<file path="config.mk">
export PLATFORM = sky130hd
export DESIGN_NAME = complex_mul_pipe
export DESIGN_NICKNAME = d
export VERILOG_FILES = /design/src/rtl/complex_mul_pipe.sv
export SDC_FILE = /design/constraint.sdc
export NUM_CORES = 1
export LEC_CHECK = 0
export BUFFER_PORTS_ARGS = -buffer_cell sky130_fd_sc_hd__buf_4
export CAP_MARGIN = 20
export CORE_MARGIN = 8
export CORE_UTILIZATION = 40
export DETAILED_ROUTE_END_ITERATION = 10
export PLACE_DENSITY = 0.58
export SETUP_SLACK_MARGIN = 0.4
export SLEW_MARGIN = 15
export SYNTH_ARGS = -nofsm -noshare
export SYNTH_HDL_FRONTEND = slang
export SYNTH_SLANG_ARGS = --single-unit
export TNS_END_PERCENT = 100
</file>
<file path="constraint.sdc">
create_clock -name clk -period 13.06 [get_ports clk]
set_input_delay 1.306 -clock clk [delete_from_list [all_inputs] [get_ports clk]]
set_output_delay 1.306 -clock clk [all_outputs]
set_load 0.01 [all_outputs]
</file>
<file path="src/rtl/complex_mul_pipe.sv">
// Three-stage pipelined signed complex multiplier, direct (4-mult) or Gauss (3-mult) per transaction.
// Optional define CMUL_CONJ_EN adds a conj input that selects X * conj(Y).
module complex_mul_pipe #(
    parameter  int W  = 8,
    localparam int OW = 2*W+1
) (
    input  logic          clk,
    input  logic          rst_n,
    input  logic          in_valid,
    output logic          in_ready,
    input  logic          mode,
`ifdef CMUL_CONJ_EN
    input  logic          conj,
`endif
    input  logic [W-1:0]  a,
    input  logic [W-1:0]  b,
    input  logic [W-1:0]  c,
    input  logic [W-1:0]  d,
    output logic          out_valid,
    input  logic          out_ready,
    output logic [OW-1:0] z_r,
    output logic [OW-1:0] z_i,
    output logic          out_mode
);
    localparam int EW = W + 1;
    localparam int PW = 2*W + 2;

    logic          w_advance;
    logic          w_accept;
    logic          w_conj;
    logic [W-1:0]  w_in  [4];
    logic [EW-1:0] w_ext [4];

    logic          r_s1_valid;
    logic          r_s1_mode;
    logic          r_s1_conj;
    logic [EW-1:0] r_s1_op [4];
    logic          r_s2_valid;
    logic          r_s2_mode;
    logic [PW-1:0] r_s2_p1, r_s2_p2, r_s2_p3, r_s2_p4;
    logic          r_s3_valid;
    logic          r_s3_mode;
    logic [OW-1:0] r_s3_zr, r_s3_zi;

    logic [EW-1:0] w_d_eff, w_sum_ab, w_sum_cd, w_m3_x, w_m3_y;
    logic [PW-1:0] w_p1, w_p2, w_p3, w_p4;
    logic [OW-1:0] w_zr, w_zi;

    function automatic logic [PW-1:0] sx(input logic [EW-1:0] v);
        return {{(PW-EW){v[EW-1]}}, v};
    endfunction

    assign w_advance = !r_s3_valid | out_ready;
    assign w_accept  = in_valid & w_advance;
    assign in_ready  = w_advance;

`ifdef CMUL_CONJ_EN
    assign w_conj = conj;
`else
    assign w_conj = 1'b0;
`endif

    assign w_in[0] = a;
    assign w_in[1] = b;
    assign w_in[2] = c;
    assign w_in[3] = d;

    genvar gi;
    generate
        for (gi = 0; gi < 4; gi++) begin : g_ext
            assign w_ext[gi] = {w_in[gi][W-1], w_in[gi]};
        end
    endgenerate

    // Negating after extension keeps d = -2^(W-1) exact under conjugation.
    assign w_d_eff  = r_s1_conj ? -r_s1_op[3] : r_s1_op[3];
    assign w_sum_ab = r_s1_op[0] + r_s1_op[1];
    assign w_sum_cd = r_s1_op[2] + w_d_eff;

    // The third multiplier is shared: a*d in direct mode, (a+b)(c+d) in Gauss mode.
    assign w_m3_x = r_s1_mode ? w_sum_ab : r_s1_op[0];
    assign w_m3_y = r_s1_mode ? w_sum_cd : w_d_eff;

    assign w_p1 = sx(r_s1_op[0]) * sx(r_s1_op[2]);
    assign w_p2 = sx(r_s1_op[1]) * sx(w_d_eff);
    assign w_p3 = sx(w_m3_x) * sx(w_m3_y);
    assign w_p4 = r_s1_mode ? '0 : sx(r_s1_op[1]) * sx(r_s1_op[2]);

    assign w_zr = OW'(r_s2_p1 - r_s2_p2);
    assign w_zi = r_s2_mode ? OW'(r_s2_p3 - r_s2_p1 - r_s2_p2)
                            : OW'(r_s2_p3 + r_s2_p4);

    always_ff @(posedge clk or negedge rst_n) begin
        if (!rst_n) begin
            r_s1_valid <= 1'b0;
            r_s1_mode  <= 1'b0;
            r_s1_conj  <= 1'b0;
            for (int i = 0; i < 4; i++) r_s1_op[i] <= '0;
            r_s2_valid <= 1'b0;
            r_s2_mode  <= 1'b0;
            r_s2_p1    <= '0;
            r_s2_p2    <= '0;
            r_s2_p3    <= '0;
            r_s2_p4    <= '0;
            r_s3_valid <= 1'b0;
            r_s3_mode  <= 1'b0;
            r_s3_zr    <= '0;
            r_s3_zi    <= '0;
        end else if (w_advance) begin
            r_s1_valid <= w_accept;
            r_s1_mode  <= mode;
            r_s1_conj  <= w_conj;
            for (int i = 0; i < 4; i++) r_s1_op[i] <= w_ext[i];
            r_s2_valid <= r_s1_valid;
            r_s2_mode  <= r_s1_mode;
            r_s2_p1    <= w_p1;
            r_s2_p2    <= w_p2;
            r_s2_p3    <= w_p3;
            r_s2_p4    <= w_p4;
            r_s3_valid <= r_s2_valid;
            r_s3_mode  <= r_s2_mode;
            r_s3_zr    <= w_zr;
            r_s3_zi    <= w_zi;
        end
    end

    assign out_valid = r_s3_valid;
    assign out_mode  = r_s3_mode;
    assign z_r       = r_s3_zr;
    assign z_i       = r_s3_zi;

endmodule

</file>
==> flow_summary.yaml <==
status:
  outcome: "complete, no violations"
floorplan:
  rows: 79
  start_util_pct: 40.46
  die_h_um: 233
  die_area_um2: 54290
  coreArea_um2: 46560
  ios: 74
  dieWidth_um: 233
placed_design:
  io_buffers: 73
  place_congestion: 0.9226
  post-dp-hpwl_um: 40470
clock_network:
  cts_resized: 0
  clk_latency_ns: 0.47
  cts_setup_buffers: 0
  clk_path_buf_depth: 2
  path_clk_slew_ns: 0.07
  ctsHoldBuffers: 0
  ctsHtreeMaxLevel: 4
  cts_root_buf: "clkbuf_16"
  cts_tree: "built"
  clock_sinks: 137
  cts-buffers-inserted: 17
timing:
  slew_headroom_pct: 36.98
  hold_viol_final: 0
  skew_ns: 0.01457
  fin_setup_tns_ns: 0
  final_max_slew_viol_count: 0
  min_period_over_period_pct: 54.29
  worst_pin_slew_ns: 0.9330
  period_minus_slack_ns: 7.090
  clock.fmax_mhz: 141.0
  rsz0062_at_grt: "false"
  setup_viol: 0
worst_setup_path:
  reg2regPathDepth: 25
  worstReg2RegStart: "r_s1_op[19]"
  rrSetupSlack_ns: 5.97
  cp_max_fo: 19
  required_ns: 13.47
  reg2reg_to: "r_s2_p3[15]"
  worst-endpoint-arrival_ns: 7.50
  path_class: "reg2reg"
  start_kind: "flip-flop"
  end_kind: "flip-flop"
cells_and_area:
  nNetsFinal: 2637
  register_area_um2: 3428
  syn_to_final_growth_pct: 9.612
  antenna_cells: 0
  multiInputGateArea_um2: 13880
  fillers: 4548
  drive_gt1_share_pct: 6.766
grt:
  grt-ovfl-total: 0
  grt_pass1_wl_um: 81250
  grt_max_degree: 76
  antenna_found_initial: 0
  grtUsageTotal_pct: 19.32
  grt_pass1_vias: 14590
drt:
  routed-via-count: 14120
  ant_nets: 0
  avgViaCountPerCell: 5.108
  drt_iter0_markers: 828
  wl_um: 50290
  dr.pass1.iters: 8
  route.detailed.drc: 0
  wl_per_cell_um: 18.19
worst_hold_path:
  min_from: "r_s2_valid"
  holdPathStages: 1
  hold_class: "reg2reg"
  min_to: "out_valid"
synth:
  avgSynthCellArea_um2: 8.952
  synthCells: 2104
  syn-cell-area_um2: 18840
  synth_edf_count: 0
  synth.net_count: 2596
  synthDistinctLibCells: 63
  synthFlopType: "dfrtp_1"
  synth.yosys.warnings: 0
  ys_ff_latch: 137
  synthArstFlopShare_pct: 100.0
  ys_seq_area_share_pct: 18.20
run:
  max-cap-violations: 0
==> cell families after synthesis <==
family / count (synthesis) / synth area share, %
flip-flops: 137 / 18.20
adder cells (fa/ha/maj): 455 / 40.27
multiplexers: 22 / 1.242
AND/OR/NAND/NOR: 669 / 16.86
XOR/XNOR: 99 / 4.676
buffers and inverters: 408 / 8.144
AO/OA/AOI/OAI: 314 / 10.61
==> layer usage <==
metal	global-route usage [%]	vias up	wire length (um)
met4	6.334	0	1314
met2	30.34	311	22720
met1	27.36	6981	24050
met3	2.472	57	2205
met5	0	-	0
li1	-	6775	-
==> cell usage after synthesis, types with 38 or more instances <==
master / instances / area share, %
xnor2_1: 79 / 3.7
nand2_1: 293 / 5.8
inv_1: 337 / 6.7
clkbuf_1: 60 / 1.2
fa_1: 252 / 27
a21oi_1: 95 / 2.5
ha_1: 203 / 13
nand2b_1: 38 / 1.3
o21ai_0: 71 / 1.9
dfrtp_1: 137 / 18
nor2_1: 105 / 2.1
and2_1: 118 / 3.9
==> layout by cell type (no fill, tap or decap), drive strengths merged, types with 16 or more instances in the layout <==
cell / n
buf: 92
xnor2: 79
clkbuf: 20
o21bai: 18
o31ai: 16
a21oi: 96
ha: 203
a21o: 23
o21ai: 76
o21a: 17
nor2: 105
nand2b: 38
nand3: 22
nand2: 293
and2: 118
nor2b: 16
nor3: 30
dfrtp: 137
xor2: 19
inv: 342
fa: 252
a211oi: 16
==> state kept, by name (all words and copies together) (netlist names) <==
| register | flops |
|---|---|
| r_s2_p3 | 17 |
| r_s1_valid | 1 |
| r_s2_p1 | 16 |
| r_s1_op | 32 |
| z_r | 17 |
| r_s2_mode | 1 |
| out_valid | 1 |
| z_i | 17 |
| r_s2_p4 | 16 |
| r_s1_mode | 1 |
| out_mode | 1 |
| r_s2_p2 | 16 |
| r_s2_valid | 1 |
==> area by class of cell <==
| type | instances | area share, % |
|---|---|---|
| multi-input cells | 1559 | 67.23 |
| flip-flops and latches | 137 | 16.61 |
| inverters | 338 | 6.157 |
| well taps | 607 | 3.679 |
| repair buffers | 92 | 3.363 |
| clock buffers | 20 | 2.163 |
| clock inverters | 12 | 0.7999 |
==> worst max-delay path, cell delays in order, from the launching register on <==
cell	delay, ns
dfrtp_1	0.74
ha_1	0.34
a21o_1	0.18
a21oi_1	0.30
o21bai_1	0.10
a21oi_1	0.25
o21bai_1	0.12
a211o_1	0.35
nand3_1	0.24
nand2_1	0.12
fa_1	0.51
inv_1	0.05
fa_1	0.49
fa_1	0.55
inv_1	0.05
fa_1	0.45
fa_1	0.51
inv_1	0.04
ha_1	0.30
a21oi_1	0.10
o21bai_1	0.14
a21oi_1	0.11
o21bai_1	0.17
a31oi_1	0.13
or4b_2	0.61
nand3_1	0.09
==> worst max path at each step <==
stage	startpoint	to	slack [ns]	depth (start not counted)
2_1_floorplan	r_s1_op[9]	r_s2_p3[15]	6.74	23
3_3_place_gp	r_s1_op[19]	r_s2_p3[15]	6.09	25
3_5_place_dp	r_s1_op[19]	r_s2_p3[15]	5.97	25
4_1_cts	r_s1_op[19]	r_s2_p3[15]	5.94	25
5_1_grt	r_s1_op[19]	r_s2_p3[15]	5.50	25
6_report	r_s1_op[19]	r_s2_p3[15]	5.97	25
==> stage by stage <==
step	instances	hold WS [ns]	setup WS [ns]	utilization (%)	area, um^2
2_1_floorplan	2104	0.4300	6.742	-	18840
3_3_place_gp	2733	0.4465	6.086	43.03	20030
3_5_place_dp	2733	0.4517	5.968	43.03	20030
4_1_cts	2765	0.4655	5.942	44.35	20650
5_1_grt	2765	0.4911	5.505	44.35	20650
6_report	2765	0.4628	5.970	44.35	20650
Power is not shown: default switching activity piles up to over one toggle a cycle in this logic, so the estimate is an artifact.
